**config.mk**
```make
export PLATFORM = sky130hd
export DESIGN_NAME = match_len_accum_flat
export DESIGN_NICKNAME = d
export VERILOG_FILES = /design/src/rtl/match_len_accum_if.sv /design/src/rtl/match_len_accum.sv /design/src/flat_wrapper.sv
export SDC_FILE = /design/constraint.sdc
export NUM_CORES = 1
export LEC_CHECK = 0
export BUFFER_PORTS_ARGS = -buffer_cell sky130_fd_sc_hd__buf_2
export CORE_AREA = 8 8 94 96
export DETAILED_ROUTE_END_ITERATION = 12
export DIE_AREA = 0 0 102 104
export REMOVE_ABC_BUFFERS = 1
export SKIP_CTS_REPAIR_TIMING = 1
export SYNTH_ARGS = -nofsm -noshare
export SYNTH_HDL_FRONTEND = slang
export SYNTH_SLANG_ARGS = --single-unit
```
**constraint.sdc**
```tcl
create_clock -name clk -period 3.45 [get_ports clk]
set_input_delay 0.345 -clock clk [delete_from_list [all_inputs] [get_ports clk]]
set_output_delay 0.345 -clock clk [all_outputs]
set_load 0.005 [all_outputs]
```
**src/rtl/match_len_accum_if.sv**
```systemverilog
// ============================================================================
// match_len_accum_if : compare-beat input and result output bundle for
//                      match_len_accum.
// Rev 1.0
// ============================================================================
`default_nettype none

interface match_len_accum_if;
  logic        in_valid;
  logic        in_ready;
  logic        in_start;
  logic [5:0]  in_cnt;
  logic [14:0] in_dist;
  logic        out_valid;
  logic        out_ready;
  logic [8:0]  out_len;
  logic [14:0] out_dist;
  logic        out_is_match;
  logic        proto_err;

  modport master (
    output in_valid, in_start, in_cnt, in_dist, out_ready,
    input  in_ready, out_valid, out_len, out_dist, out_is_match, proto_err
  );

  modport slave (
    input  in_valid, in_start, in_cnt, in_dist, out_ready,
    output in_ready, out_valid, out_len, out_dist, out_is_match, proto_err
  );
endinterface

`default_nettype wire

```
**src/rtl/match_len_accum.sv**
```systemverilog
// ============================================================================
// match_len_accum : sums per-beat compare counts into one Deflate match length
//                   (saturating at MAX_LEN). Optional MLA_STATS_EN adds
//                   result counters stat_matches / stat_caps.
// Rev 1.0
// ============================================================================
`default_nettype none

module adder_9bits (
  input  wire logic [8:0] i_a,
  input  wire logic [8:0] i_b,
  input  wire logic       i_ci,
  output logic      [8:0] o_s,
  output logic            o_co
);
  assign {o_co, o_s} = {1'b0, i_a} + {1'b0, i_b} + {9'd0, i_ci};
endmodule

module match_len_accum #(
  parameter int VEC     = 16,
  parameter int MAX_LEN = 258,
  parameter int MIN_LEN = 3
) (
  input  wire logic            clk,
  input  wire logic            rst_n,
  match_len_accum_if.slave     bus
`ifdef MLA_STATS_EN
  ,
  output logic [31:0]          stat_matches,
  output logic [31:0]          stat_caps
`endif
);

  localparam logic [5:0] c_vec     = 6'(VEC);
  localparam logic [8:0] c_max_len = 9'(MAX_LEN);
  localparam logic [8:0] c_min_len = 9'(MIN_LEN);

  typedef enum logic [1:0] {
    S_IDLE  = 2'd0,
    S_ACCUM = 2'd1,
    S_EMIT  = 2'd2
  } state_t;

  state_t      r_state;
  logic [8:0]  r_len;
  logic [14:0] r_dist;
  logic [8:0]  r_out_len;
  logic [14:0] r_out_dist;
  logic        r_out_is_match;
  logic        r_proto_err;

  state_t      w_state_nxt;
  logic [8:0]  w_len_nxt;
  logic [14:0] w_dist_nxt;
  logic        w_load;
  logic        w_err_nxt;

  logic [5:0]  w_cnt;
  logic [8:0]  w_cnt9;
  logic [8:0]  w_sum;
  logic        w_co;
  logic [8:0]  w_acc_len;
  logic [8:0]  w_start_len;
  logic        w_short;
  logic        w_fire;

  // Out-of-range counts are treated as a full-width match.
  assign w_cnt   = (bus.in_cnt > c_vec) ? c_vec : bus.in_cnt;
  assign w_cnt9  = {3'b000, w_cnt};
  assign w_short = (w_cnt < c_vec);
  assign w_fire  = bus.in_valid & bus.in_ready;

  adder_9bits u_add (
    .i_a  (r_len),
    .i_b  (w_cnt9),
    .i_ci (1'b0),
    .o_s  (w_sum),
    .o_co (w_co)
  );

  assign w_acc_len   = (w_co || (w_sum >= c_max_len)) ? c_max_len : w_sum;
  assign w_start_len = (w_cnt9 >= c_max_len) ? c_max_len : w_cnt9;

  always_comb begin
    w_state_nxt = r_state;
    w_len_nxt   = r_len;
    w_dist_nxt  = r_dist;
    w_load      = 1'b0;
    w_err_nxt   = 1'b0;
    case (r_state)
      S_IDLE, S_ACCUM: begin
        if (w_fire) begin
          if (bus.in_start) begin
            // A start while accumulating abandons the partial match.
            w_err_nxt  = (r_state == S_ACCUM);
            w_len_nxt  = w_start_len;
            w_dist_nxt = bus.in_dist;
            w_load     = w_short || (w_start_len == c_max_len);
            w_state_nxt = w_load ? S_EMIT : S_ACCUM;
          end else if (r_state == S_ACCUM) begin
            w_len_nxt   = w_acc_len;
            w_load      = w_short || (w_acc_len == c_max_len);
            w_state_nxt = w_load ? S_EMIT : S_ACCUM;
          end
        end
      end
      S_EMIT: begin
        if (bus.out_ready) begin
          w_state_nxt = S_IDLE;
          w_len_nxt   = 9'd0;
        end
      end
      default: begin
        w_state_nxt = S_IDLE;
      end
    endcase
  end

  always_ff @(posedge clk or negedge rst_n) begin
    if (!rst_n) begin
      r_state        <= S_IDLE;
      r_len          <= 9'd0;
      r_dist         <= 15'd0;
      r_out_len      <= 9'd0;
      r_out_dist     <= 15'd0;
      r_out_is_match <= 1'b0;
      r_proto_err    <= 1'b0;
    end else begin
      r_state     <= w_state_nxt;
      r_len       <= w_len_nxt;
      r_dist      <= w_dist_nxt;
      r_proto_err <= w_err_nxt;
      if (w_load) begin
        r_out_len      <= w_len_nxt;
        r_out_dist     <= w_dist_nxt;
        r_out_is_match <= (w_len_nxt >= c_min_len);
      end
    end
  end

  assign bus.in_ready     = (r_state != S_EMIT);
  assign bus.out_valid    = (r_state == S_EMIT);
  assign bus.out_len      = r_out_len;
  assign bus.out_dist     = r_out_dist;
  assign bus.out_is_match = r_out_is_match;
  assign bus.proto_err    = r_proto_err;

`ifdef MLA_STATS_EN
  logic [31:0] r_stat_matches;
  logic [31:0] r_stat_caps;

  always_ff @(posedge clk or negedge rst_n) begin
    if (!rst_n) begin
      r_stat_matches <= 32'd0;
      r_stat_caps    <= 32'd0;
    end else if (bus.out_valid && bus.out_ready) begin
      if (r_out_is_match)
        r_stat_matches <= r_stat_matches + 32'd1;
      if (r_out_len == c_max_len)
        r_stat_caps <= r_stat_caps + 32'd1;
    end
  end

  assign stat_matches = r_stat_matches;
  assign stat_caps    = r_stat_caps;
`endif

endmodule

`default_nettype wire
```
**src/flat_wrapper.sv**
```systemverilog
// flat-port wrapper written by rule: the top's interface ports become plain ports
module match_len_accum_flat 
#(
  parameter int VEC     = 16,
  parameter int MAX_LEN = 258,
  parameter int MIN_LEN = 3
)
  (clk, rst_n, bus_in_valid, bus_in_start, bus_in_cnt, bus_in_dist, bus_out_ready, bus_in_ready, bus_out_valid, bus_out_len, bus_out_dist, bus_out_is_match, bus_proto_err);
  match_len_accum_if bus_i ();
  input  wire logic clk;
  input  wire logic rst_n;
  input wire logic [$bits(bus_i.in_valid)-1:0] bus_in_valid;
  input wire logic [$bits(bus_i.in_start)-1:0] bus_in_start;
  input wire logic [$bits(bus_i.in_cnt)-1:0] bus_in_cnt;
  input wire logic [$bits(bus_i.in_dist)-1:0] bus_in_dist;
  input wire logic [$bits(bus_i.out_ready)-1:0] bus_out_ready;
  output wire logic [$bits(bus_i.in_ready)-1:0] bus_in_ready;
  output wire logic [$bits(bus_i.out_valid)-1:0] bus_out_valid;
  output wire logic [$bits(bus_i.out_len)-1:0] bus_out_len;
  output wire logic [$bits(bus_i.out_dist)-1:0] bus_out_dist;
  output wire logic [$bits(bus_i.out_is_match)-1:0] bus_out_is_match;
  output wire logic [$bits(bus_i.proto_err)-1:0] bus_proto_err;
  assign bus_i.in_valid = bus_in_valid;
  assign bus_i.in_start = bus_in_start;
  assign bus_i.in_cnt = bus_in_cnt;
  assign bus_i.in_dist = bus_in_dist;
  assign bus_i.out_ready = bus_out_ready;
  assign bus_in_ready = bus_i.in_ready;
  assign bus_out_valid = bus_i.out_valid;
  assign bus_out_len = bus_i.out_len;
  assign bus_out_dist = bus_i.out_dist;
  assign bus_out_is_match = bus_i.out_is_match;
  assign bus_proto_err = bus_i.proto_err;
  match_len_accum #(.VEC(VEC), .MAX_LEN(MAX_LEN), .MIN_LEN(MIN_LEN)) u_core (.clk(clk), .rst_n(rst_n), .bus(bus_i));
endmodule
```
==> impl_results.md, run 1 <==
- Run status: finished, final reports clean
- Max Clock Freq: 316 MHz
- Share of the synthesized area in the top cell type: 0.459
- Netlist Area Pre-Place: 2840 sq um
- Distinct cell type count after synthesis: 58
- Skew-Pair Late Insertion Delay: 0.30 ns
- Pin count of the biggest net entering global routing: 35
- Most used DFF post-synth: sky130_fd_sc_hd__dfrtp_1
- Width of the die: 102 microns
- Wire length of the first global-routing pass: 11.4 mm
- Total CTS buffers: 5
- Sw Ratio: 0.341
- Unrepaired setup endpoints after global routing: false
- Signal arrival time at the worst endpoint: 3.36 ns
- Largest fanout of any net on the critical path: 18
- Most area-hungry cell type in the Yosys netlist: sky130_fd_sc_hd__dfrtp_1
- Met3 demand-to-capacity share in global routing: 0.0375
- Total congestion overflow: 0
- Diode count: 0
- Max-capacitance violation count: 0
- Die outline area: 10600 sq um
- Overall routed net length: 6.64 mm
- Post-Place Cell Area: 3260 sq um
- Met2 usage in global routing: 0.202
- Gr busiest metal: met2
- GR Layer Usage met1: 0.175
- Net Sw Power: 0.000709 W
- Top-level I/O count: 54
- Data required time at the worst endpoint: 3.64 ns
- Clock tree buffer depth: 2
- Sort of element at the end of the critical path: flip-flop
- Sequential group share of total power: 0.447
- Post-route clock skew: 0.00596 ns
- Chip height: 104 microns
- First-pass iteration count of the detailed router: 4
- Min-Delay Path Class: in -> async
- Share of async-settable or async-resettable flops after synthesis: 1.00
- Hold Fails Final Rpt: 0
- Main area contributors after synthesis: sky130_fd_sc_hd__dfrtp_1 46%, sky130_fd_sc_hd__mux2_2 14%, sky130_fd_sc_hd__nor2_1 2.8%
- Number of placement rows: 32
- Post-route cell area: 3360 sq um
- Weighted congestion reported at the end of routability-driven placement: 0.885
- Clock-pin slew on the worst setup and hold paths: 0.09 ns
- Worst slew pin tran: 0.737 ns
- Clock tree from TritonCTS: yes
- Power density normalized to cell area: 619 nW/um^2
- Static power due to leakage: 1.55 nW
- Class of the most critical setup path: in -> reg
- Critical-path top delay cell: sky130_fd_sc_hd__a211oi_1
- Nets@finish: 358
- Peak supply drop: 0.365 mV
- Synthesis-to-finish area growth: 18.4%
- Initial standard-cell utilization of the core: 0.381
- CP startpoint kind: input pin
- DRC Markers: 0
- Internal power contribution: 0.00137 W
- Total negative slack for setup checks: 0 ns
- Commonest cells in the netlist: 52 x sky130_fd_sc_hd__dfrtp_1, 34 x sky130_fd_sc_hd__mux2_2, 21 x sky130_fd_sc_hd__nor2_1, 17 x sky130_fd_sc_hd__inv_1, 16 x sky130_fd_sc_hd__nand2_1
- Number of antenna violations at the first check in global routing: 0
- Fraction of power consumed by combinational cells: 0.385
- Core Region: 7450 sq um
- Vias in the first global route: 2361
- Post-DR wirelength/cell: 15.5 microns
- Worst hold slack after final layout: 0.105 ns
- Final Max Tran Viols: 0
- Worst path cell trace: buf_2 -> nor2_1 -> and2_1 -> ha_1 -> inv_1 -> fa_1 -> nand2b_1 -> a21o_1 -> a211oi_1 -> buf_4 -> o21ba_1 -> o31a_4 -> buf_12 -> mux2_4
- Post-Synthesis Cells: 265
- Relative slew margins: 0.508
- Root Buffer: sky130_fd_sc_hd__clkbuf_8
- Yosys warns: 0
- Fraction of the yosys area taken by sequential cells: 0.459
- Antenna Nets Post-Route: 0
- Count of vias placed by the detailed router: 2216
- Most repeated cell in the gate-level netlist after synthesis: sky130_fd_sc_hd__dfrtp_1
- Minimum clock period after layout: 3.17 ns
- Post-synthesis register bit count: 52
- Ratio of final minimum period to clock period: 0.919
- Max incr delay on CP: 0.46 ns
- Per-instance average area after synthesis: 10.7 sq um
- Starting DRT DRC Count: 104
- Total GRT Usage: 0.131
- Maximum level of the CTS H-tree: 2
- TritonCTS Sinks: 52
- Average via count per standard cell: 5.18
- Post-detail-place hpwl: 5.21 mm
- Input/output buffers: 53
- Number of enable flip-flop cells after synthesis: 0
- Setup violations, final: 0
- Clock network fraction of design power: 0.168
- Share of layout cells above drive strength 1: 0.356
==> per-layer routing <==
metal,part of all wire,vias up
li1,-,1070
met1,0.46,1074
met2,0.46,66
met3,0.075,6
met4,0.0092,0
met5,0,-
==> cells by family (layout without fill, tap and decap cells) <==
logic type / count (synthesis) / after routing / synth area share
multiplexers: 35 / 35 / 0.140
XOR/XNOR: 3 / 3 / 0.00927
buffers and inverters: 30 / 91 / 0.0530
adder cells (fa/ha/maj): 9 / 9 / 0.0406
other: 1 / 1 / 0.00132
AND/OR/NAND/NOR: 74 / 74 / 0.136
AO/OA/AOI/OAI: 61 / 61 / 0.160
flip-flops: 52 / 52 / 0.459
==> placed cells by master (no fill, tap or decap), drive strengths merged, types with 5 or more instances in the layout <==
cell type / n
nor2: 21
inv: 17
a21oi: 16
buf: 66
dfrtp: 52
mux2: 35
and2: 6
o21ai: 8
clkbuf: 6
nand2: 16
ha: 6
a211oi: 5
==> power by group through the flow <==
| stage | Sequential [W] | Combinational (W) | Clock (W) |
|---|---|---|---|
| 6_report | 0.000929 | 0.000800 | 0.000348 |
| 5_1_grt | 0.000965 | 0.000902 | 0.000385 |
| 4_1_cts | 0.000933 | 0.000812 | 0.000362 |
| 3_5_place_dp | 0.000941 | 0.000809 | 0 |
| 3_3_place_gp | 0.000938 | 0.000794 | 0 |
| 2_1_floorplan | 0.000931 | 0.000465 | 0 |
==> sequential cells by signal, summed over array words and instances (netlist names) <==
register                 cells
u_core.r_dist               15
u_core.bus.out_is_match      1
u_core.bus.out_len           9
u_core.r_state               2
u_core.r_len                 9
u_core.bus.proto_err         1
u_core.bus.out_dist         15
==> worst paths after layout <==
path | to | slack (ns) | start | cells after the start
worst max register to register | u_core.bus.out_dist[14] | 0.29 | u_core.r_len[0] | 11
worst min register to register | u_core.r_dist[10] | 0.50 | u_core.r_dist[10] | 1
max in group asynchronous | u_core.bus.out_dist[8] | 2.62 | rst_n | 2
worst min-delay path | u_core.bus.out_dist[5] | 0.10 | rst_n | 1
worst max-delay path | u_core.bus.out_dist[14] | 0.28 | bus_in_cnt[5] | 14
min in group clk | u_core.r_state[1] | 0.25 | bus_out_ready | 2
==> metrics by stage <==
stage / util / total power [W] / std cells / worst slack [ns]
after floorplan: - / 0.00140 / 252 / 0.0847
after global placement: 0.438 / 0.00173 / 420 / 0.0535
after detailed placement: 0.438 / 0.00175 / 420 / -0.0101
after CTS: 0.451 / 0.00211 / 428 / 0.306
after global routing: 0.451 / 0.00225 / 428 / 0.0934
final: 0.451 / 0.00208 / 428 / 0.281
==> critical path: cells and delay by family <==
family	cells	cell delay, ns
compound gates	4	1.13
fa+ha+maj	2	0.55
buf+inv	4	0.52
mux	1	0.29
simple gates	3	0.52
==> layout make-up <==
type / count / area [sq um]
timing repair buffer: 66 / 388
sequential: 52 / 1300
multi-input combinational: 183 / 1380
inverter: 17 / 63.8
clock buffer: 6 / 82.6
tap: 102 / 128
fill: 752 / 4090
clock inverter: 2 / 10.0
Note: power is estimated with default switching activity, not from simulation.
==> run 2, diff against run 1 <==
Settings changed: MAX_ROUTING_LAYER set to met4.
==> impl_results.md, run 2 (synthesized netlist as in run 1, its figures left out) <==
- Run status: finished, final reports clean
- Power density normalized to cell area: 620 nW/um^2
- Static power due to leakage: 1.55 nW
- Most common cell after layout, fill and taps aside: sky130_fd_sc_hd__buf_2
- Initial standard-cell utilization of the core: 0.381
- Total congestion overflow: 0
- Relative slew margins: 0.507
- CP startpoint kind: input pin
- Met3 demand-to-capacity share in global routing: 0.0295
- Most frequent cells in the layout: 53 x sky130_fd_sc_hd__buf_2, 52 x sky130_fd_sc_hd__dfrtp_1, 34 x sky130_fd_sc_hd__mux2_2
- DRC Markers: 0
- Max-capacitance violation count: 0
- Starting DRT DRC Count: 126
- Max Clock Freq: 315 MHz
- Share of layout cells above drive strength 1: 0.356
- Class of the most critical setup path: in -> reg
- Top-level I/O count: 54
- TritonCTS Sinks: 52
- Core Region: 7450 sq um
- Sort of element at the end of the critical path: flip-flop
- Antenna Nets Post-Route: 0
- Skew-Pair Late Insertion Delay: 0.30 ns
- Overall routed net length: 6.67 mm
- Clock tree buffer depth: 2
- Maximum level of the CTS H-tree: 2
- Hold Fails Final Rpt: 0
- Post-route clock skew: 0.00571 ns
- Vias in the first global route: 2366
- Total GRT Usage: 0.135
- Post-route cell area: 3360 sq um
- Final Max Tran Viols: 0
- Ratio of final minimum period to clock period: 0.921
- Synthesis-to-finish area growth: 18.4%
- Number of antenna violations at the first check in global routing: 0
- Nets@finish: 358
- Post-Place Cell Area: 3260 sq um
- Post-route total power: 0.00208 W
- Largest fanout of any net on the critical path: 18
- Wire length of the first global-routing pass: 11.4 mm
- Diode count: 0
- Post-detail-place hpwl: 5.21 mm
- Clock-pin slew on the worst setup and hold paths: 0.09 ns
- Unrepaired setup endpoints after global routing: false
- Pin count of the biggest net entering global routing: 35
- Peak supply drop: 0.366 mV
- Data required time at the worst endpoint: 3.64 ns
- GR Layer Usage met1: 0.179
- Root Buffer: sky130_fd_sc_hd__clkbuf_8
- Minimum clock period after layout: 3.18 ns
- Total CTS buffers: 5
- First-pass iteration count of the detailed router: 4
- Average via count per standard cell: 5.20
- Post-DR wirelength/cell: 15.6 microns
- Worst slew pin tran: 0.739 ns
- Min-Delay Path Class: in -> async
- Count of vias placed by the detailed router: 2226
- Die outline area: 10600 sq um
- Clock tree from TritonCTS: yes
- Setup violations, final: 0
- Gr busiest metal: met2
- Width of the die: 102 microns
- Total negative slack for setup checks: 0 ns
- Met2 usage in global routing: 0.202
- Worst hold slack after final layout: 0.104 ns
- Chip height: 104 microns
- Signal arrival time at the worst endpoint: 3.37 ns
- Final design utilization: 0.451
- Number of placement rows: 32
- Weighted congestion reported at the end of routability-driven placement: 0.900
- Input/output buffers: 53
## run 2: cell counts in the layout (fill, tap and decap cells not counted)
No cell type changed its count.
## run 2: cell type report
type                       instances  area [sq um]
fill                             752          4090
multi-input combinational        183          1380
sequential                        52          1300
timing repair buffer              66           388
tap                              102           128
clock buffer                       6          82.6
inverter                          17          63.8
clock inverter                     2          10.0
## run 2: layer usage
metal	wire length (microns)	up-vias
met3	382	8
met2	3040	68
met5	0	-
met4	72	0
met1	3170	1080
li1	-	1070
## run 2: path summary, 6_finish.rpt
check | from | end | slack, ns | cells after the start
worst max-delay path | bus_in_cnt[5] | u_core.bus.out_dist[14] | 0.27 | 14
worst min register to register | u_core.r_dist[12] | u_core.r_dist[12] | 0.50 | 1
max in group asynchronous | rst_n | u_core.bus.out_dist[8] | 2.62 | 2
min in group clk | bus_out_ready | u_core.r_state[1] | 0.25 | 2
worst max register to register | u_core.r_len[0] | u_core.bus.out_dist[14] | 0.29 | 11
worst min-delay path | rst_n | u_core.bus.out_dist[5] | 0.10 | 1
## run 2: critical path, stage by stage
cell	delay (ns)
sky130_fd_sc_hd__buf_2	0.09
sky130_fd_sc_hd__nor2_1	0.14
sky130_fd_sc_hd__and2_1	0.16
sky130_fd_sc_hd__ha_1	0.17
sky130_fd_sc_hd__inv_1	0.06
sky130_fd_sc_hd__fa_1	0.38
sky130_fd_sc_hd__nand2b_1	0.22
sky130_fd_sc_hd__a21o_1	0.20
sky130_fd_sc_hd__a211oi_1	0.46
sky130_fd_sc_hd__buf_4	0.21
sky130_fd_sc_hd__o21ba_1	0.16
sky130_fd_sc_hd__o31a_4	0.31
sky130_fd_sc_hd__buf_12	0.16
sky130_fd_sc_hd__mux2_4	0.29
## run 2: where the power goes
part           switching, W  internal, W
logic              0.000399     0.000403
clock network      0.000187     0.000160
registers          0.000126     0.000804
total              0.000712      0.00137
## run 2: stage by stage
stage / instances / setup WS [ns]
2_1_floorplan: 252 / 0.0847
3_3_place_gp: 420 / 0.0535
3_5_place_dp: 420 / -0.0101
4_1_cts: 428 / 0.306
5_1_grt: 428 / 0.0934
6_report: 428 / 0.274
